<file path="src/rtl/mod12_timer_arbiter_pkg.sv">
// Shared types and default sizing for the modulo-12 timer arbiter slice.
// The FSM state encoding is fixed so that debug dumps read consistently across designs.
package mod12_timer_arbiter_pkg;

    localparam int DEF_NUM_REQ = 4;
    localparam int DEF_MOD     = 12;
    localparam int DEF_CW      = 4;
    localparam int DEF_IDW     = 2;

    typedef enum logic [1:0] {
        ST_IDLE = 2'd0,
        ST_LOAD = 2'd1,
        ST_RUN  = 2'd2,
        ST_DONE = 2'd3
    } state_t;

endpackage

</file>
<file path="src/rtl/mod12_timer_arbiter_if.sv">
// Requester-side bus of the timer arbiter.
// The requesters drive req/preset; the arbiter returns ownership, status and completion.
interface mod12_timer_arbiter_if
    import mod12_timer_arbiter_pkg::*;
#(
    parameter int NUM_REQ = DEF_NUM_REQ,
    parameter int CW      = DEF_CW,
    parameter int IDW     = DEF_IDW
);
    logic [NUM_REQ-1:0]    req;
    logic [NUM_REQ*CW-1:0] preset;
    logic [NUM_REQ-1:0]    grant;
    logic [IDW-1:0]        owner_id;
    logic                  busy;
    logic [CW-1:0]         count;
    logic [NUM_REQ-1:0]    done;

    modport master (
        output req, preset,
        input  grant, owner_id, busy, count, done
    );

    modport slave (
        input  req, preset,
        output grant, owner_id, busy, count, done
    );
endinterface

</file>
<file path="src/rtl/mod12_timer_arbiter_mod_n_counter.sv">
// Loadable modulo-MOD up-counter that saturates at MOD-1 instead of wrapping.
// Control priority is reset > clear > load > enable.
module mod_n_counter
    import mod12_timer_arbiter_pkg::*;
#(
    parameter int MOD = DEF_MOD,
    parameter int CW  = DEF_CW
)(
    input  logic          clock,
    input  logic          reset,
    input  logic          clear,
    input  logic          load,
    input  logic          enable,
    input  logic [CW-1:0] d_in,
    output logic [CW-1:0] d_out
);
    localparam logic [CW-1:0] TC = CW'(MOD - 1);

    always_ff @(posedge clock) begin
        if (reset) begin
            d_out <= '0;
        end else if (clear) begin
            d_out <= '0;
        end else if (load) begin
            d_out <= d_in;
        end else if (enable && (d_out != TC)) begin
            d_out <= d_out + 1'b1;
        end
    end
endmodule

</file>
<file path="src/rtl/mod12_timer_arbiter.sv">
// Round-robin arbiter sharing one modulo-MOD interval counter among NUM_REQ requesters.
// The winner's preset is loaded, counted to MOD-1 and answered with a one-cycle done pulse.
module mod12_timer_arbiter
    import mod12_timer_arbiter_pkg::*;
#(
    parameter int NUM_REQ = DEF_NUM_REQ,
    parameter int MOD     = DEF_MOD,
    parameter int CW      = DEF_CW,
    parameter int IDW     = DEF_IDW
)(
    input  logic                  clock,
    input  logic                  reset,
    mod12_timer_arbiter_if.slave  bus
);
    localparam logic [CW-1:0]  TC   = CW'(MOD - 1);
    localparam logic [IDW-1:0] LAST = IDW'(NUM_REQ - 1);

    state_t               state_reg, state_next;
    logic [NUM_REQ-1:0]   grant_reg, grant_next;
    logic [IDW-1:0]       owner_reg, owner_next;
    logic [IDW-1:0]       rr_ptr_reg, rr_ptr_next;
    logic [IDW-1:0]       winner, owner_inc;
    logic                 owner_req;
    logic                 cnt_clear, cnt_load, cnt_enable;
    logic [CW-1:0]        count_val, load_val;
    logic [CW-1:0]        preset_arr [NUM_REQ];

    // First requester at or after ptr, wrapping; only meaningful when |r.
    function automatic logic [IDW-1:0] rr_pick(input logic [NUM_REQ-1:0] r,
                                               input logic [IDW-1:0]     ptr);
        logic [IDW-1:0] pick;
        logic [IDW-1:0] cand;
        logic           found;
        int             idx;
        pick  = '0;
        found = 1'b0;
        for (int k = 0; k < NUM_REQ; k++) begin
            idx = int'(ptr) + k;
            if (idx >= NUM_REQ) idx = idx - NUM_REQ;
            cand = IDW'(idx);
            if (!found && r[cand]) begin
                found = 1'b1;
                pick  = cand;
            end
        end
        return pick;
    endfunction

    generate
        for (genvar gi = 0; gi < NUM_REQ; gi++) begin : g_preset
            assign preset_arr[gi] = bus.preset[gi*CW +: CW];
        end
    endgenerate

    // Out-of-range presets start at terminal count so the counter never exceeds MOD-1.
    assign load_val  = (preset_arr[owner_reg] > TC) ? TC : preset_arr[owner_reg];
    assign owner_inc = (owner_reg == LAST) ? '0 : owner_reg + 1'b1;
    assign owner_req = bus.req[owner_reg];
    assign winner    = rr_pick(bus.req, rr_ptr_reg);

    always_ff @(posedge clock) begin
        if (reset) begin
            state_reg  <= ST_IDLE;
            grant_reg  <= '0;
            owner_reg  <= '0;
            rr_ptr_reg <= '0;
        end else begin
            state_reg  <= state_next;
            grant_reg  <= grant_next;
            owner_reg  <= owner_next;
            rr_ptr_reg <= rr_ptr_next;
        end
    end

    always_comb begin
        state_next  = state_reg;
        grant_next  = grant_reg;
        owner_next  = owner_reg;
        rr_ptr_next = rr_ptr_reg;
        cnt_clear   = 1'b0;
        cnt_load    = 1'b0;
        cnt_enable  = 1'b0;
        case (state_reg)
            ST_IDLE: begin
                cnt_clear = 1'b1;
                if (|bus.req) begin
                    state_next = ST_LOAD;
                    owner_next = winner;
                    grant_next = {{(NUM_REQ-1){1'b0}}, 1'b1} << winner;
                end
            end
            ST_LOAD, ST_RUN: begin
                if (!owner_req) begin
                    // Owner withdrew: release without a done pulse.
                    state_next  = ST_IDLE;
                    grant_next  = '0;
                    cnt_clear   = 1'b1;
                    rr_ptr_next = owner_inc;
                end else if (state_reg == ST_LOAD) begin
                    cnt_load   = 1'b1;
                    state_next = ST_RUN;
                end else if (count_val == TC) begin
                    state_next = ST_DONE;
                end else begin
                    cnt_enable = 1'b1;
                end
            end
            ST_DONE: begin
                state_next  = ST_IDLE;
                grant_next  = '0;
                cnt_clear   = 1'b1;
                rr_ptr_next = owner_inc;
            end
            default: begin
                state_next = ST_IDLE;
                grant_next = '0;
                cnt_clear  = 1'b1;
            end
        endcase
    end

    mod_n_counter #(
        .MOD (MOD),
        .CW  (CW)
    ) u_counter (
        .clock  (clock),
        .reset  (reset),
        .clear  (cnt_clear),
        .load   (cnt_load),
        .enable (cnt_enable),
        .d_in   (load_val),
        .d_out  (count_val)
    );

    assign bus.grant    = grant_reg;
    assign bus.owner_id = owner_reg;
    assign bus.busy     = (state_reg != ST_IDLE);
    assign bus.count    = count_val;
    assign bus.done     = (state_reg == ST_DONE) ? grant_reg : '0;
endmodule
</file>
<file path="src/flat_wrapper.sv">
// flat-port wrapper written by rule: the top's interface ports become plain ports
module mod12_timer_arbiter_flat import mod12_timer_arbiter_pkg::*;
#(
    parameter int NUM_REQ = DEF_NUM_REQ,
    parameter int MOD     = DEF_MOD,
    parameter int CW      = DEF_CW,
    parameter int IDW     = DEF_IDW
)
  (clock, reset, bus_req, bus_preset, bus_grant, bus_owner_id, bus_busy, bus_count, bus_done);
  mod12_timer_arbiter_if #(.NUM_REQ(NUM_REQ), .CW(CW), .IDW(IDW)) bus_i ();
  input  logic clock;
  input  logic reset;
  input wire logic [$bits(bus_i.req)-1:0] bus_req;
  input wire logic [$bits(bus_i.preset)-1:0] bus_preset;
  output wire logic [$bits(bus_i.grant)-1:0] bus_grant;
  output wire logic [$bits(bus_i.owner_id)-1:0] bus_owner_id;
  output wire logic [$bits(bus_i.busy)-1:0] bus_busy;
  output wire logic [$bits(bus_i.count)-1:0] bus_count;
  output wire logic [$bits(bus_i.done)-1:0] bus_done;
  assign bus_i.req = bus_req;
  assign bus_i.preset = bus_preset;
  assign bus_grant = bus_i.grant;
  assign bus_owner_id = bus_i.owner_id;
  assign bus_busy = bus_i.busy;
  assign bus_count = bus_i.count;
  assign bus_done = bus_i.done;
  mod12_timer_arbiter #(.NUM_REQ(NUM_REQ), .MOD(MOD), .CW(CW), .IDW(IDW)) u_core (.clock(clock), .reset(reset), .bus(bus_i));
endmodule
</file>
<file path="config.mk">
export PLATFORM = sky130hd
export DESIGN_NAME = mod12_timer_arbiter_flat
export DESIGN_NICKNAME = d
export VERILOG_FILES = /design/src/rtl/mod12_timer_arbiter_pkg.sv /design/src/rtl/mod12_timer_arbiter_if.sv /design/src/rtl/mod12_timer_arbiter_mod_n_counter.sv /design/src/rtl/mod12_timer_arbiter.sv /design/src/flat_wrapper.sv
export SDC_FILE = /design/constraint.sdc
export NUM_CORES = 1
export LEC_CHECK = 0
export CAP_MARGIN = 40
export CORE_MARGIN = 2
export CORE_UTILIZATION = 39
export DETAILED_ROUTE_END_ITERATION = 10
export PLACE_DENSITY = 0.7
export SETUP_SLACK_MARGIN = 0.4
export SLEW_MARGIN = 20
export SYNTH_ARGS = -nofsm -noshare
export SYNTH_HDL_FRONTEND = slang
export SYNTH_HIERARCHICAL = 1
export SYNTH_SLANG_ARGS = --single-unit
</file>
<file path="constraint.sdc">
create_clock -name clock -period 1.9 [get_ports clock]
set_input_delay 0.38 -clock clock [delete_from_list [all_inputs] [get_ports clock]]
set_output_delay 0.38 -clock clock [all_outputs]
set_load 0.02 [all_outputs]
</file>
# Word-level counts from Yosys, hierarchy flattened
# Index checks and enable logic that the tools add are counted.
dict set report classes {
  eq_ne 9
  n_reduce_logical 19
  mux 48
  shifts 1
  bitwise_logic 1
  add_sub_neg 9
  order_cmp 11
}
# op count
set op_table {}
lappend op_table {{two-way mux 4 bit} 8}
lappend op_table {{two-way mux 2 bit} 14}
lappend op_table {{two-way mux 1 bit} 16}
lappend op_table {{< comparator 2 x 3 -> 1 bit (second input constant)} 5}
lappend op_table {{>= comparator 3 bit (second input constant)} 4}
lappend op_table {{one-hot mux 4 bit (3 select lines)} 1}
lappend op_table {{binary-select mux 1 bit (select 2 bit)} 5}
lappend op_table {{binary-select mux 4 bit (select 2 bit)} 1}
lappend op_table {{!= test 4 bit (second input constant)} 2}
lappend op_table {{AND reduction 2 bit} 4}
lappend op_table {{subtractor 2 x 1 -> 2 bit (second input constant)} 4}
lappend op_table {{adder 2 x 2 -> 3 bit (second input constant)} 2}
lappend op_table {{== test 2 bit (second input constant)} 3}
lappend op_table {{one-hot mux 2 bit (3 select lines)} 1}
lappend op_table {{nonzero test 2 bit} 3}
lappend op_table {{OR reduction 2 bit} 3}
lappend op_table {{adder 4 x 1 -> 4 bit (second input constant)} 1}
lappend op_table {{== test 4 bit (second input constant)} 1}
lappend op_table {{greater-than comparator 4 bit (second input constant)} 1}
lappend op_table {{logical AND 1 bit} 4}
lappend op_table {{one-hot mux 2 bit (2 select lines)} 1}
lappend op_table {{OR reduction 4 bit} 1}
lappend op_table {{left shift 1 x 2 -> 4 bit (first input constant)} 1}
lappend op_table {{adder 2 x 1 -> 3 bit (second input constant)} 1}
lappend op_table {{9 further kinds} 11}
dict set report totals {
  inputBits 22
  reg_bits 14
  output_inout_bits 15
}

# Depth between registers and ports, before layout
# Gate-level depths: netlist of the first run.
dict set report depth {
  depth_word 17
  ltp_mapped 8
}

# Modules after synthesis
# The synthesis of the first run kept the hierarchy.
# mod area_each_um2 instances cells_per_inst seq_area_each_um2
set modules_own_cells {}
lappend modules_own_cells {mod12_timer_arbiter 785.8 1 90 200.2}
lappend modules_own_cells {mod_n_counter 224.0 1 24 80.1}

# Least setup slack after synthesis of the first run
# Ideal clock, no wire load.
dict set report synth_timing {
  path_type {register -> register}
  start {reg u_core.owner_reg[0] (netlist: u_core/bus.owner_id[0])}
  end {reg u_core.u_counter.d_out[3]}
  t_arrival_ns 2.063
  path_buffers 1
  period_less_slack_ns 2.166
  slack_ns -0.266
  setup_time_ns 0.103
  stages_incl_launch_ff 9
  cell_sequence {dfxtp_1 > buf_4 > mux4_1 > and3b_1 > nand2_1 > inv_1 > nand4_1 > xor2_1 > a2111oi_2}
}
dict set report synth_via {
  word_cells_on_any_way 18
  cone_classes {order compare: 1; mux: 13; bitwise: 1; reduce/logical: 3}
}
# item line
set synth_lines {}
lappend synth_lines {{from (decl)} mod12_timer_arbiter.sv:20} ;# logic [IDW-1:0] owner_reg, owner_next;
lappend synth_lines {{from (signal assigned)} mod12_timer_arbiter.sv:70} ;# owner_reg <= owner_next;
lappend synth_lines {{binary-select mux 1 bit (select 2 bit)} mod12_timer_arbiter.sv:58} ;# assign owner_req = bus.req[owner_reg];
lappend synth_lines {{two-way mux 1 bit (implied by the code)} mod12_timer_arbiter.sv:58}
lappend synth_lines {{two-way mux 1 bit} mod12_timer_arbiter.sv:93} ;# if (!owner_req) begin
lappend synth_lines {{two-way mux 1 bit} mod12_timer_arbiter.sv:83} ;# case (state_reg)
lappend synth_lines {{net u_core.cnt_enable} mod12_timer_arbiter.sv:24} ;# logic cnt_clear, cnt_load, cnt_enable;
lappend synth_lines {{logical AND 1 bit} mod12_timer_arbiter_mod_n_counter.sv:26} ;# end else if (enable && (d_out != TC)) begin
lappend synth_lines {{nonzero test 2 bit (no line)} -}
lappend synth_lines {{to (signal assigned)} mod12_timer_arbiter_mod_n_counter.sv:25} ;# d_out <= d_in;
lappend synth_lines {{to (signal assigned)} mod12_timer_arbiter_mod_n_counter.sv:27} ;# d_out <= d_out + 1'b1;
lappend synth_lines {{to (decl)} mod12_timer_arbiter_mod_n_counter.sv:15} ;# output logic [CW-1:0] d_out
# The timed path passes the listed nets, and every way through them passes these cells. The select of a mux whose other input is x is not followed.
# A chain may end at the register's enable or synchronous reset.

# Worst setup path after layout of the first run
dict set report layout_timing {
  start {reg u_core.owner_reg[0] (netlist: u_core/bus.owner_id[0])}
  end {reg u_core.state_reg[1]}
}
dict set report layout_via {
  elab_chain_len 4
  word_cells_on_any_way 6
  cone_classes {eq/ne: 1; mux: 4; reduce/logical: 1}
}
# item line
set layout_rtl {}
lappend layout_rtl {{binary-select mux 1 bit (select 2 bit) (*)} mod12_timer_arbiter.sv:58}
lappend layout_rtl {{two-way mux 1 bit (implied by the code) (*)} mod12_timer_arbiter.sv:58}
lappend layout_rtl {{two-way mux 2 bit / != test 4 bit (equally long branches)} -}
lappend layout_rtl {{one-hot mux 2 bit (3 select lines) / AND reduction 2 bit (equally long branches)} -}
lappend layout_rtl {{to (signal assigned)} mod12_timer_arbiter.sv:68} ;# state_reg <= state_next;
lappend layout_rtl {{to (decl)} mod12_timer_arbiter.sv:18} ;# state_t state_reg, state_next;
# Mark *: on every way between the ends. The rest lies on a longest branch, timed or not. The select of a mux whose other input is x is not followed.

==> results of run 1 <==
-- synth_stat cells (3+ instances only) --
cell type  instances  share of area, %
inv_1              8               3.0
mux2i_1            6               5.9
nor2_1            12               4.5
nor3_1             3               1.5
nand2_1            9               3.3
o21ai_0            4               2.0
mux4_2             4               8.9
dfxtp_1           14                28
nand3b_1           3               2.2
ha_1               5               6.2
and2_1             6               3.7
a21oi_1           10               5.0
-- metal layers --
| layer | global-route usage, % | vias to the layer above |
|---|---|---|
| met3 | 6.28 | 15 |
| met5 | 0 | - |
| li1 | - | 568 |
| met4 | 8.75 | 0 |
| met2 | 45.6 | 34 |
| met1 | 23.0 | 568 |
-- layout by cell type (no fill, tap or decap), types with 3 or more instances in the layout --
| cell | count |
|---|---|
| inv_4 | 3 |
| mux2i_2 | 3 |
| dlygate4sd2_1 | 8 |
| mux4_2 | 5 |
| dfxtp_2 | 3 |
| nand3b_1 | 3 |
| clkbuf_4 | 3 |
| a21oi_1 | 6 |
| clkbuf_2 | 3 |
| nand2_4 | 3 |
| inv_2 | 3 |
| ha_1 | 3 |
| buf_6 | 16 |
| a21oi_2 | 3 |
| buf_4 | 27 |
| mux2i_1 | 3 |
| dfxtp_1 | 9 |
| clkdlybuf4s15_1 | 3 |
| nand2_1 | 4 |
| clkdlybuf4s50_1 | 17 |
| and2_4 | 6 |
| nor2_1 | 9 |
-- logic make-up after synthesis --
kind of cell               share of synthesized area (%)
adders and majority gates                           6.20
AOI/OAI and AO/OA                                   16.1
buffers and inverters                               5.45
and+or+nand+nor                                     26.1
DFF                                                 27.8
xor gates and xnor gates                           0.868
muxes                                               17.5
-- worst max-delay path: stages (launching register included) --
cell     delay, ns
dfxtp_4       0.39
mux4_2        0.51
and3b_1       0.21
nand2_2       0.09
buf_4         0.11
buf_4         0.09
buf_4         0.11
nand2_2       0.07
a32o_1        0.22
-- through the flow --
stage          cells  power [mW]  hold slack, ns
6_report         219        1.68           0.481
5_1_grt          219        1.76           0.498
2_1_floorplan    114       0.825           0.449
3_3_place_gp     194        1.08           0.455
3_5_place_dp     194        1.09           0.459
4_1_cts          211        1.47           0.472
-- worst max path at each step --
stage / from / end / slack, ns
after floorplan: u_core/bus.owner_id[0] / u_core/u_counter/d_out[3] / 0.03
after global placement: bus_req[0] / u_core/u_counter/d_out[3] / -0.29
after detailed placement: bus_req[2] / u_core/u_counter/d_out[3] / -0.36
after CTS: u_core/bus.owner_id[0] / u_core/u_counter/d_out[3] / 0.04
after global routing: u_core/bus.owner_id[0] / u_core/u_counter/d_out[3] / -0.04
final: u_core/bus.owner_id[0] / u_core/state_reg[1] / -0.006
-- cell type report --
class / instances / area (um^2)
multi-input cells: 89 / 861
repair buffers: 74 / 668
fillers: 154 / 523
flip-flops and latches: 14 / 292
inverters: 8 / 37.5
well taps: 30 / 37.5
clock buffers: 4 / 36.3
-- repair_timing --
item,in CTS,in global routing
pin swaps,14,19
setup endpoints to repair,29,24
gates cloned,0,0
resized for setup,60,47
hold endpoints to repair,0,0
setup buffers,13,8
-- power by group through the flow --
stage	Combinational [mW]	Sequential, mW	Clock [mW]
floorplan	0.420	0.405	0
global placement	0.675	0.403	0
detailed placement	0.687	0.405	0
CTS	0.843	0.395	0.233
global route	1.11	0.402	0.253
finish	1.05	0.398	0.240
==> results.md, run 1 <==
* Outcome: finished with violations
* Failing checks: negative setup slack
* Tmin final at 1.91 ns
* Final Hold Vio Count at 0
* Switch Pwr at 0.646 mW
* GRT Total Usage at 23.4%
* First-pass GRT wire length at 4.85 mm
* Reg-to-reg endpoint: u_core/state_reg[1]
* FF-to-FF setup slack at -0.006 ns
* Initial DRC Count at 13
* Worst-Margin Slew at 0.404 ns
* Setup Skew at 0.00129 ns
* Int Power at 1.04 mW
* Maxcap violations at 0
* Maximum vdd drop at 733 uV
* Power per cell area at 871 nW/um^2
* Hold_sp: u_core/bus.grant[1]
* DIE AREA at 3010 um^2
* Kind of critical path: reg2reg
* CP startpoint kind: flip-flop
* PnR worst setup slack at -0.00618 ns
* Layout cells sized above 1 at 54.5%
* Ys async rst share at 0%
* Dpl cell area at 1560 um^2
* Initial antenna violation count at 0
* Min-Delay Path Class: reg2reg
* Pre-CTS setup slack at -0.361 ns
* RSZ-0062 raised after global routing: yes
* CTS tree: built
* Final WL at 3.73 mm
* Nets at 217
* Cell area after layout at 1930 um^2
* Logic pwr share at 62.1%
* Largest net degree at the start of global routing at 9
* Main synth FF type: dfxtp_1
* Hpwl dp at 2.19 mm
* Clk pwr share at 14.2%
* Die width at 54.9 um
* Post-layout util at 78.7%
* Synthesized area per cell at 8.86 um^2
* Top Metal Used: met4
* Vias per cell at 5.41
* Starting Density at 41.1%
* Setup TNS at -0.00618 ns
* CTS Buf Count at 3
* Yosys warnings at 6
* Slew headroom at 73.0%
* N_diodes at 0
* # H-tree levels at 1
* Req. time, crit path at 2.11 ns
* Number of port buffers at 36
* Metal2 WL at 2.09 mm
* Met3 wire length at 152 um
* R2r worst-path depth at 8
* Rows at 18
* Vias at 1185
* Register area share after synthesis at 27.8%
* Static leakage at 0.850 nW
* Placer Congestion at 0.838
* Vias in the first global route at 1110
* Clock latency on the worst-skew pair at 0.31 ns
* Sw Share at 38.4%
* Clock Sinks at 14
* Hold Path Depth at 2
* DRC at 0
* Die height at 54.9 um
* DR WL/cell at 17.0 um
* Hold endpoint: u_core/bus.grant[1]
* Post-Synthesis Cells at 114
* Crit path capture type: flip-flop
* Maximum buffer depth of the clock tree at 2
* Net Count, Synth at 141
* Grt ovf at 0
* CTS root buffer: clkbuf_4
* Core region area at 2450 um^2
* Post-synthesis cell area at 1010 um^2
* Arr. time, crit path at 2.11 ns
* Top-Level Pins at 37
* Yosys cell types at 39
* M1 wire length at 1.35 mm
* Reg power frac at 23.6%
* Setup-failing EPs final at 1
* Fin crit share at 100%
* Cts hold-fix bufs at 0
* Count of final max-slew check failures at 0
* Flops & latches, synth at 14
* Worst r2r src: u_core/bus.owner_id[0]
* Number of synthesized flops with an enable pin at 0
* Worst-path fanout max at 4
* 1st-pass router iterations at 4
* ANT nets after route at 0
* Max Fclk at 525 MHz
* Area grow syn2layout at 91.3%
* Clock transition at path regs at 0.10 ns
Power figures use the tool's default switching activity.
==> inputs of run 2 (changes only) <==
RECOVER_POWER = 25   (was default)
==> results of run 2 <==
Final layout, timing and power as in run 1 (identical DEF).
